[src/rtl/stack_unit.sv]
// stack_unit: data stack for the stack CPU. Top-of-stack lives in a register,
// entries 1..depth-1 live in an array. One op per clock:
// PUSH/POP/DUP/SWAP/OVER/REPL/PICK. Reports depth, sticky error and code.
// Ports:
//   i_clock, i_reset_n      clock, async active-low reset
//   i_valid, i_op           op strobe and opcode
//   i_data, i_idx           PUSH/REPL operand, PICK index (0 = top)
//   i_clr_err               clear sticky error
//   o_top, o_next           entries 0 and 1, zero when absent
//   o_pick, o_pick_valid    PICK result and its one-cycle pulse
//   o_depth, o_empty, o_full
//   o_err, o_errcode        sticky error, 01 ovf / 10 udf / 11 bad index
module stack_unit #(
  parameter int unsigned WIDTH = 16,
  parameter int unsigned DEPTH = 16,
  localparam int unsigned SPW = $clog2(DEPTH)
) (
  input  logic             i_clock,
  input  logic             i_reset_n,
  input  logic             i_valid,
  input  logic [2:0]       i_op,
  input  logic [WIDTH-1:0] i_data,
  input  logic [SPW-1:0]   i_idx,
  input  logic             i_clr_err,
  output logic [WIDTH-1:0] o_top,
  output logic [WIDTH-1:0] o_next,
  output logic [WIDTH-1:0] o_pick,
  output logic             o_pick_valid,
  output logic [SPW:0]     o_depth,
  output logic             o_empty,
  output logic             o_full,
  output logic             o_err,
  output logic [1:0]       o_errcode
);

  localparam int unsigned DW = SPW + 1;

  localparam logic [2:0] OP_NOP  = 3'b000;
  localparam logic [2:0] OP_PUSH = 3'b001;
  localparam logic [2:0] OP_POP  = 3'b010;
  localparam logic [2:0] OP_DUP  = 3'b011;
  localparam logic [2:0] OP_SWAP = 3'b100;
  localparam logic [2:0] OP_OVER = 3'b101;
  localparam logic [2:0] OP_REPL = 3'b110;
  localparam logic [2:0] OP_PICK = 3'b111;

  localparam logic [1:0] ERR_NONE = 2'b00;
  localparam logic [1:0] ERR_OVF  = 2'b01;
  localparam logic [1:0] ERR_UDF  = 2'b10;
  localparam logic [1:0] ERR_IDX  = 2'b11;

  // Entry k (k >= 1) is stored at mem[depth-1-k]; addresses wrap modulo DEPTH.
  logic [WIDTH-1:0] mem [DEPTH];

  logic [DW-1:0]    depth_q, depth_d;
  logic [WIDTH-1:0] top_q, top_d;
  logic [WIDTH-1:0] pick_q;
  logic             pick_valid_q;
  logic             err_q, err_d;
  logic [1:0]       code_q, code_d;

  logic             has1_c, has2_c, full_c;
  logic [SPW-1:0]   entry1_addr_c, push_addr_c, pick_addr_c;
  logic [WIDTH-1:0] entry1_c, pick_data_c;
  logic [2:0]       op_c;
  logic             mem_we_c;
  logic [SPW-1:0]   mem_waddr_c;
  logic [WIDTH-1:0] mem_wdata_c;
  logic             pick_ld_c;
  logic [1:0]       err_code_c;

  // Occupancy decode and array addressing
  always_comb begin
    has1_c        = (depth_q != DW'(0));
    has2_c        = (depth_q >= DW'(2));
    full_c        = (depth_q == DW'(DEPTH));
    entry1_addr_c = SPW'(depth_q - DW'(2));
    push_addr_c   = SPW'(depth_q - DW'(1));
    pick_addr_c   = SPW'(depth_q - DW'(1) - DW'(i_idx));
    entry1_c      = mem[entry1_addr_c];
    pick_data_c   = (i_idx == SPW'(0)) ? top_q : mem[pick_addr_c];
    op_c          = i_valid ? i_op : OP_NOP;
  end

  // Op decode: legality, next stack state, array write, error class
  always_comb begin
    depth_d     = depth_q;
    top_d       = top_q;
    mem_we_c    = 1'b0;
    mem_waddr_c = push_addr_c;
    mem_wdata_c = top_q;
    pick_ld_c   = 1'b0;
    err_code_c  = ERR_NONE;
    case (op_c)
      OP_PUSH: begin
        if (full_c) err_code_c = ERR_OVF;
        else begin
          depth_d  = depth_q + DW'(1);
          top_d    = i_data;
          mem_we_c = has1_c;
        end
      end
      OP_POP: begin
        if (!has1_c) err_code_c = ERR_UDF;
        else begin
          depth_d = depth_q - DW'(1);
          top_d   = entry1_c;
        end
      end
      OP_DUP: begin
        if (!has1_c)     err_code_c = ERR_UDF;
        else if (full_c) err_code_c = ERR_OVF;
        else begin
          depth_d  = depth_q + DW'(1);
          mem_we_c = 1'b1;
        end
      end
      OP_SWAP: begin
        if (!has2_c) err_code_c = ERR_UDF;
        else begin
          top_d       = entry1_c;
          mem_we_c    = 1'b1;
          mem_waddr_c = entry1_addr_c;
        end
      end
      OP_OVER: begin
        if (!has2_c)     err_code_c = ERR_UDF;
        else if (full_c) err_code_c = ERR_OVF;
        else begin
          depth_d  = depth_q + DW'(1);
          top_d    = entry1_c;
          mem_we_c = 1'b1;
        end
      end
      OP_REPL: begin
        if (!has1_c) err_code_c = ERR_UDF;
        else         top_d = i_data;
      end
      OP_PICK: begin
        if (DW'(i_idx) >= depth_q) err_code_c = ERR_IDX;
        else                       pick_ld_c  = 1'b1;
      end
      default: ;
    endcase
  end

  // Sticky error: a new error wins over a simultaneous clear
  always_comb begin
    err_d  = err_q;
    code_d = code_q;
    if ((err_code_c != ERR_NONE) && (!err_q || i_clr_err)) begin
      err_d  = 1'b1;
      code_d = err_code_c;
    end else if (i_clr_err) begin
      err_d  = 1'b0;
      code_d = ERR_NONE;
    end
  end

  // Control and status registers
  always_ff @(posedge i_clock or negedge i_reset_n) begin
    if (!i_reset_n) begin
      depth_q      <= '0;
      top_q        <= '0;
      pick_q       <= '0;
      pick_valid_q <= 1'b0;
      err_q        <= 1'b0;
      code_q       <= ERR_NONE;
    end else begin
      depth_q      <= depth_d;
      top_q        <= top_d;
      pick_valid_q <= pick_ld_c;
      if (pick_ld_c) pick_q <= pick_data_c;
      err_q        <= err_d;
      code_q       <= code_d;
    end
  end

  // Entry array, not reset: masking hides stale contents
  always_ff @(posedge i_clock) begin
    if (mem_we_c) mem[mem_waddr_c] <= mem_wdata_c;
  end

  assign o_top        = has1_c ? top_q : '0;
  assign o_next       = has2_c ? entry1_c : '0;
  assign o_pick       = pick_q;
  assign o_pick_valid = pick_valid_q;
  assign o_depth      = depth_q;
  assign o_empty      = !has1_c;
  assign o_full       = full_c;
  assign o_err        = err_q;
  assign o_errcode    = code_q;

endmodule

[config.mk]
export PLATFORM = sky130hd
export DESIGN_NAME = stack_unit
export DESIGN_NICKNAME = d
export VERILOG_FILES = /design/src/rtl/stack_unit.sv
export SDC_FILE = /design/constraint.sdc
export NUM_CORES = 1
export LEC_CHECK = 0
export CAP_MARGIN = 10
export CORE_ASPECT_RATIO = 1.1
export CORE_MARGIN = 10
export CORE_UTILIZATION = 55
export CTS_BUF_LIST = sky130_fd_sc_hd__clkbuf_4
export CTS_CLUSTER_DIAMETER = 200
export CTS_CLUSTER_SIZE = 40
export DETAILED_ROUTE_END_ITERATION = 12
export PLACE_DENSITY = 0.74
export SETUP_SLACK_MARGIN = 0.1
export SYNTH_ARGS = -nofsm -noshare
export SYNTH_HDL_FRONTEND = slang
export SYNTH_SLANG_ARGS = --single-unit
[constraint.sdc]
create_clock -name i_clock -period 5.45 [get_ports i_clock]
set_input_delay 1.09 -clock i_clock [delete_from_list [all_inputs] [get_ports i_clock]]
set_output_delay 1.09 -clock i_clock [all_outputs]
set_load 0.1 [all_outputs]
# ---- Word level (Yosys, flattened, before mapping)
# Memories as Yosys holds them, arrays and structs flattened.
# Index checks and enable logic that the tools add are counted.
dict set report classes {
  magnitude_cmp 2
  eq_ne 15
  n_reduce_logical 13
  n_addsub 4
  mux 39
}
# cell count
set op_table {}
lappend op_table {{$mux W16} 9}
lappend op_table {{$pmux W16 S5} 1}
lappend op_table {{$mux W5} 4}
lappend op_table {{$pmux W5 S4} 1}
lappend op_table {{$mux W2} 7}
lappend op_table {{$ne A2 B2 Y1 const B} 7}
lappend op_table {{$eq A3 B3 Y1 const B} 4}
lappend op_table {{$mux W1} 12}
lappend op_table {{$pmux W2 S6} 1}
lappend op_table {{$reduce_bool A5 Y1} 2}
lappend op_table {{$mux W4} 2}
lappend op_table {{$reduce_and A7 Y1} 1}
lappend op_table {{$eq A3 B2 Y1 const B} 2}
lappend op_table {{$add A5 B1 Y5 const B} 1}
lappend op_table {{$eq A5 B5 Y1 const B} 1}
lappend op_table {{$ge A4 B5 Y1} 1}
lappend op_table {{$ge A5 B2 Y1 const B} 1}
lappend op_table {{$sub A5 B1 Y5 const B} 1}
lappend op_table {{$logic_not A4 Y1} 1}
lappend op_table {{$pmux W1 S4} 1}
lappend op_table {{$reduce_and A4 Y1} 1}
lappend op_table {{$reduce_bool A2 Y1} 2}
lappend op_table {{$reduce_bool A4 Y1} 1}
lappend op_table {{$sub A4 B2 Y4 const B} 1}
lappend op_table {{7 further kinds} 8}
dict set report word_totals {
  mem_count 1
  output_inout_bits 59
  regBits 41
  mem_bits_rw 256
  inputBits 27
}
# name depth width read_ports rd_clocked_by_memory_dff write_ports line
set memory_table {}
lappend memory_table {mem 16 16 2 0 1 53} ;# logic [WIDTH-1:0] mem [DEPTH];

# ---- Logic depth before layout (Yosys ltp)
dict set report depth {
  ltp_word 7
  depth_mapped 15
  depth_no_buf 11
}

# ---- Worst setup path after synthesis
# OpenSTA, ideal clock, no wires.
dict set report synth_path {
  path_kind {register to output}
  from {reg depth_q[0] (netlist: o_depth[0])}
  to {out o_top[10]}
  arrival_time_ns 4.796
  path_slack_ns -0.436
  path_buffers 5
  path_stages_with_launch 11
  cell_sequence {dfrtp_1 -> buf_2 -> buf_2 -> buf_2 -> inv_1 -> ha_1 -> nor3b_2 -> nor2b_1 -> buf_2 -> buf_1 -> nor2_1}
}
dict set report synth_via {
  elab_chain_len 2
}
# element line
set synth_lines {}
lappend synth_lines {{start: declaration} 55} ;# logic [DW-1:0] depth_q, depth_d;
lappend synth_lines {{start signal: assignment} 170} ;# depth_q <= depth_d;
lappend synth_lines {{$reduce_bool A5 Y1} 74} ;# has1_c = (depth_q != DW'(0));
lappend synth_lines {{$mux W16} 184} ;# assign o_top = has1_c ? top_q : '0;
lappend synth_lines {{end: declaration} 25} ;# output logic [WIDTH-1:0] o_top,
# Every way passes these cells.

# ---- Final worst setup path
dict set report layout_path {
  from {reg depth_q[0] (netlist: o_depth[0])}
  to {out o_top[15]}
}
# The elaborated chain is that of the path after synthesis.

==> flow_summary_export.csv <==
group,metric,value,unit
clocking,cts_max_level,1,
synth,netlist-cell-type-count,48,
synth,yosys.area_share.xor_xnor,0.768,%
floorplanning,core_area,26200,sq um
setup_path,ff2ff_setup_slack,1190,ps
setup_path,cp-start-kind,"register",
timing,min_period,5040,ps
synth,synthesized_area_fraction_occupied_by_adder_cells,1.25,%
setup_path,crit_arrival,3950,ps
synth,synth_top_flop_cell,"sky130_fd_sc_hd__edfxtp_1",
floorplanning,floorplan.die.width,176,um
detailed_routing,drt_drc_violations_left,0,
setup_path,worstReg2RegEnd,"mem[6][5]$_DFFE_PP_",
detailed_routing,routedWlPerCell,26.8,um
timing,slew_viol_final,0,
detailed_routing,dr.pass1.iters,9,
clocking,clock_tree.buffer_depth,3,
detailed_routing,vias,9964,
status,run_status,"completed",
timing,finalSetupViolCount,0,
detailed_routing,routedLengthMet1,15.9,mm
detailed_routing,met3WireLength,3.87,mm
setup_path,critPathSlowestCell,"sky130_fd_sc_hd__clkdlybuf4s50_1",
synth,synth.cell_area,14700,sq um
setup_path,critPathBufInv,2,
detailed_routing,drt_iter0_drc,1391,
final_layout,num-fill-cells,2043,
clocking,clkTransAtPathRegs,410,ps
clocking,cts_buffers,11,
setup_path,cp_delay_by_family_top,"buffers and inverters",
synth,ys_seq_elements,297,
final_layout,final_net_count,1197,
synth,synth-compound-area-share,4.51,%
synth,synth-edff-count,256,
placed_design,postPlaceCellArea,16000,sq um
placed_design,gp_routability_congestion,0.873,
final_layout,final_layout_size_suffix_gt1_share,20.4,%
clocking,cts_tree,"built",
floorplanning,initial_core_util,55.9,%
clocking,cts_resized,0,
detailed_routing,via_cell_ratio,6.59,
setup_path,crit_path_start,"o_depth[0]$_DFFE_PN0P_",
placed_design,detailedPlacementHpwl,25.8,mm
timing,slew_headroom,23.3,%
worst_hold_path,hold_path.class,"primary input to asynchronous set/reset pin",
timing,worst_pin_slew,1150,ps
synth,postSynth.asyncResetShare,13.8,%
setup_path,worstSetupPathType,"register to output pin",
detailed_routing,maxUsedRoutingLayer,"met4",
synth,portion_of_netlist_area_occupied_by_mux_cells,18.3,%
setup_path,timing.rr.start,"o_depth[1]$_DFFE_PN0P_",
final_layout,finish.instance_area,16100,sq um
synth,dominant_combinational_cell_family_by_area_after_synthesis,"multiplexers",
grt,initial_antenna_violation_count,1,
setup_path,crit_required,4360,ps
detailed_routing,final_antenna_net_count,0,
grt,overflow,0,
timing,hold_viol_final,0,
detailed_routing,drt_wl_total,40.5,mm
setup_path,worstPathCellList,"inv_1 > ha_1 > nor3b_2 > nor2b_2 > nor2_1 > clkdlybuf4s50_1",
detailed_routing,met2RoutedLength,19.7,mm
grt,maximum_number_of_pins_on_one_net_before_global_route_repair,65,
grt,grt_usage,23.7,%
clocking,cts_setup_buffers,0,
clocking,cts-hold-fix-buffers,0,
timing,timing.fmax,0.198,GHz
final_layout,layout.cells.non_filler,1513,
timing,rsz0062_at_grt,"false",
placed_design,port-buffer-count,85,
floorplanning,die_extent_in_y,191,um
placed_design,place_inst,1495,
setup_path,timing.critical_path.slowest_cell_delay,1150,ps
clocking,clk-insertion-delay-late,740,ps
setup_path,critical_path_peak_fanout,35,
clocking,clkSinkCount,297,
floorplanning,io_pins,86,
synth,fraction_of_the_mapped_netlist_area_in_simple_logic_gates,12.7,%
floorplanning,fp.dieArea,33600,sq um
synth,yosys_warnings,0,
synth,syn_avg_cell_area,13.4,sq um
run,maxCapViolations,0,
grt,first_global_vias,9704,
timing,fin_crit_sh,92.5,%
synth,synth_fp_nets,1135,
setup_path,reg2reg_depth,10,
final_layout,area_delta_synth_final,10.0,%
floorplanning,placementRows,62,
setup_path,endpoint_kind,"output pin",
clocking,ctsRootBufferMaster,"sky130_fd_sc_hd__clkbuf_4",
synth,synth_seq_area_share,59.4,%
synth,number_of_instances_in_the_synthesized_netlist,1094,
timing,finalClockSkew,106,ps
final_layout,layout.core_utilization,61.5,%
grt,grt_first_pass_wirelength,60.4,mm
[state kept, by name, indices dropped and copies added, names as in the netlist]
name	count
o_depth	5
mem_wdata_c	16
o_err	1
o_pick	16
o_pick_valid	1
o_errcode	2
mem	256
[worst max-delay path by stage]
stage,to,slack (ps),cells after the start
2_1_floorplan,o_top[10],-120,10
3_3_place_gp,o_pick[13]$_DFFE_PN0P_,1200,8
3_5_place_dp,o_pick[4]$_DFFE_PN0P_,1150,9
4_1_cts,o_next[11],280,9
5_1_grt,o_top[15],210,6
6_report,o_top[15],410,6
[synth_stat cells (2+ instances only)]
cell,instances,share of area [%]
sky130_fd_sc_hd__a21o_1,4,0.20
sky130_fd_sc_hd__inv_1,31,0.79
sky130_fd_sc_hd__o21bai_1,2,0.10
sky130_fd_sc_hd__nor2b_1,9,0.38
sky130_fd_sc_hd__o221ai_1,16,0.96
sky130_fd_sc_hd__mux2_2,7,0.54
sky130_fd_sc_hd__nand2b_1,6,0.26
sky130_fd_sc_hd__nor3_1,23,0.78
sky130_fd_sc_hd__edfxtp_1,256,52
sky130_fd_sc_hd__o21ai_0,22,0.75
sky130_fd_sc_hd__a221oi_2,10,1.0
sky130_fd_sc_hd__mux4_2,96,15
sky130_fd_sc_hd__mux2i_1,33,2.3
sky130_fd_sc_hd__ha_1,13,1.1
sky130_fd_sc_hd__nand4_1,16,0.68
sky130_fd_sc_hd__clkbuf_1,43,1.1
sky130_fd_sc_hd__and2_1,3,0.13
sky130_fd_sc_hd__mux2_1,10,0.77
sky130_fd_sc_hd__a221oi_1,6,0.36
sky130_fd_sc_hd__o22ai_1,2,0.085
sky130_fd_sc_hd__nand2_1,209,5.3
sky130_fd_sc_hd__a21oi_1,12,0.41
sky130_fd_sc_hd__nand3_1,67,2.3
sky130_fd_sc_hd__xnor2_1,9,0.54
sky130_fd_sc_hd__dfrtp_1,41,7.0
sky130_fd_sc_hd__a311o_1,2,0.14
sky130_fd_sc_hd__buf_1,2,0.051
sky130_fd_sc_hd__xor2_1,2,0.12
sky130_fd_sc_hd__o31ai_1,2,0.10
sky130_fd_sc_hd__nor2_1,94,2.4
sky130_fd_sc_hd__buf_4,2,0.10
sky130_fd_sc_hd__buf_2,28,0.96
[stage by stage]
step	setup WS [ps]	hold slack [ps]	TNS, ps
final	411	381	0
after global routing	209	376	0
after CTS	279	378	0
after detailed placement	1150	476	0
after global placement	1200	482	0
after floorplan	-118	687	-1050
[routing by layer]
metal  up-vias  global-route usage, %
li1       4216                      -
met1      5062                   32.4
met2       611                   39.5
met3        75                   3.16
met4         0                   6.39
met5         -                      0
[cells by family after synthesis]
logic type      Yosys count
flops                   297
fa+ha+maj                14
buf+inv                 107
mux                     146
compound gates           84
simple gates            434
xor+xnor                 12
[area by class of cell]
class                           instances  area (sq um)  area share (%)
Antenna cell                            1          2.50          0.0155
Clock buffer                           16           120           0.745
Clock inverter                          1          30.0           0.186
Inverter                               31           116           0.721
Multi-Input combinational cell        690          5620            34.9
Sequential cell                       297          8720            54.0
Tap cell                              352           440            2.73
Timing Repair Buffer                  125          1080            6.70
[cell usage in the layout, fill, tap and decap left out, types with 22 or more instances in the layout]
cell type / Yosys / final
sky130_fd_sc_hd__edfxtp_1: 256 / 256
sky130_fd_sc_hd__clkdlybuf4s50_1: 0 / 53
sky130_fd_sc_hd__mux2i_1: 33 / 33
sky130_fd_sc_hd__nand3_1: 67 / 67
sky130_fd_sc_hd__buf_4: 2 / 70
sky130_fd_sc_hd__dfrtp_1: 41 / 39
sky130_fd_sc_hd__inv_1: 31 / 31
sky130_fd_sc_hd__nand2_1: 209 / 209
sky130_fd_sc_hd__o21ai_0: 22 / 22
sky130_fd_sc_hd__mux4_2: 96 / 96
sky130_fd_sc_hd__nor3_1: 23 / 23
sky130_fd_sc_hd__nor2_1: 94 / 75
Power is not shown: default switching activity piles up to over one toggle a cycle in this logic, so the estimate is an artifact.
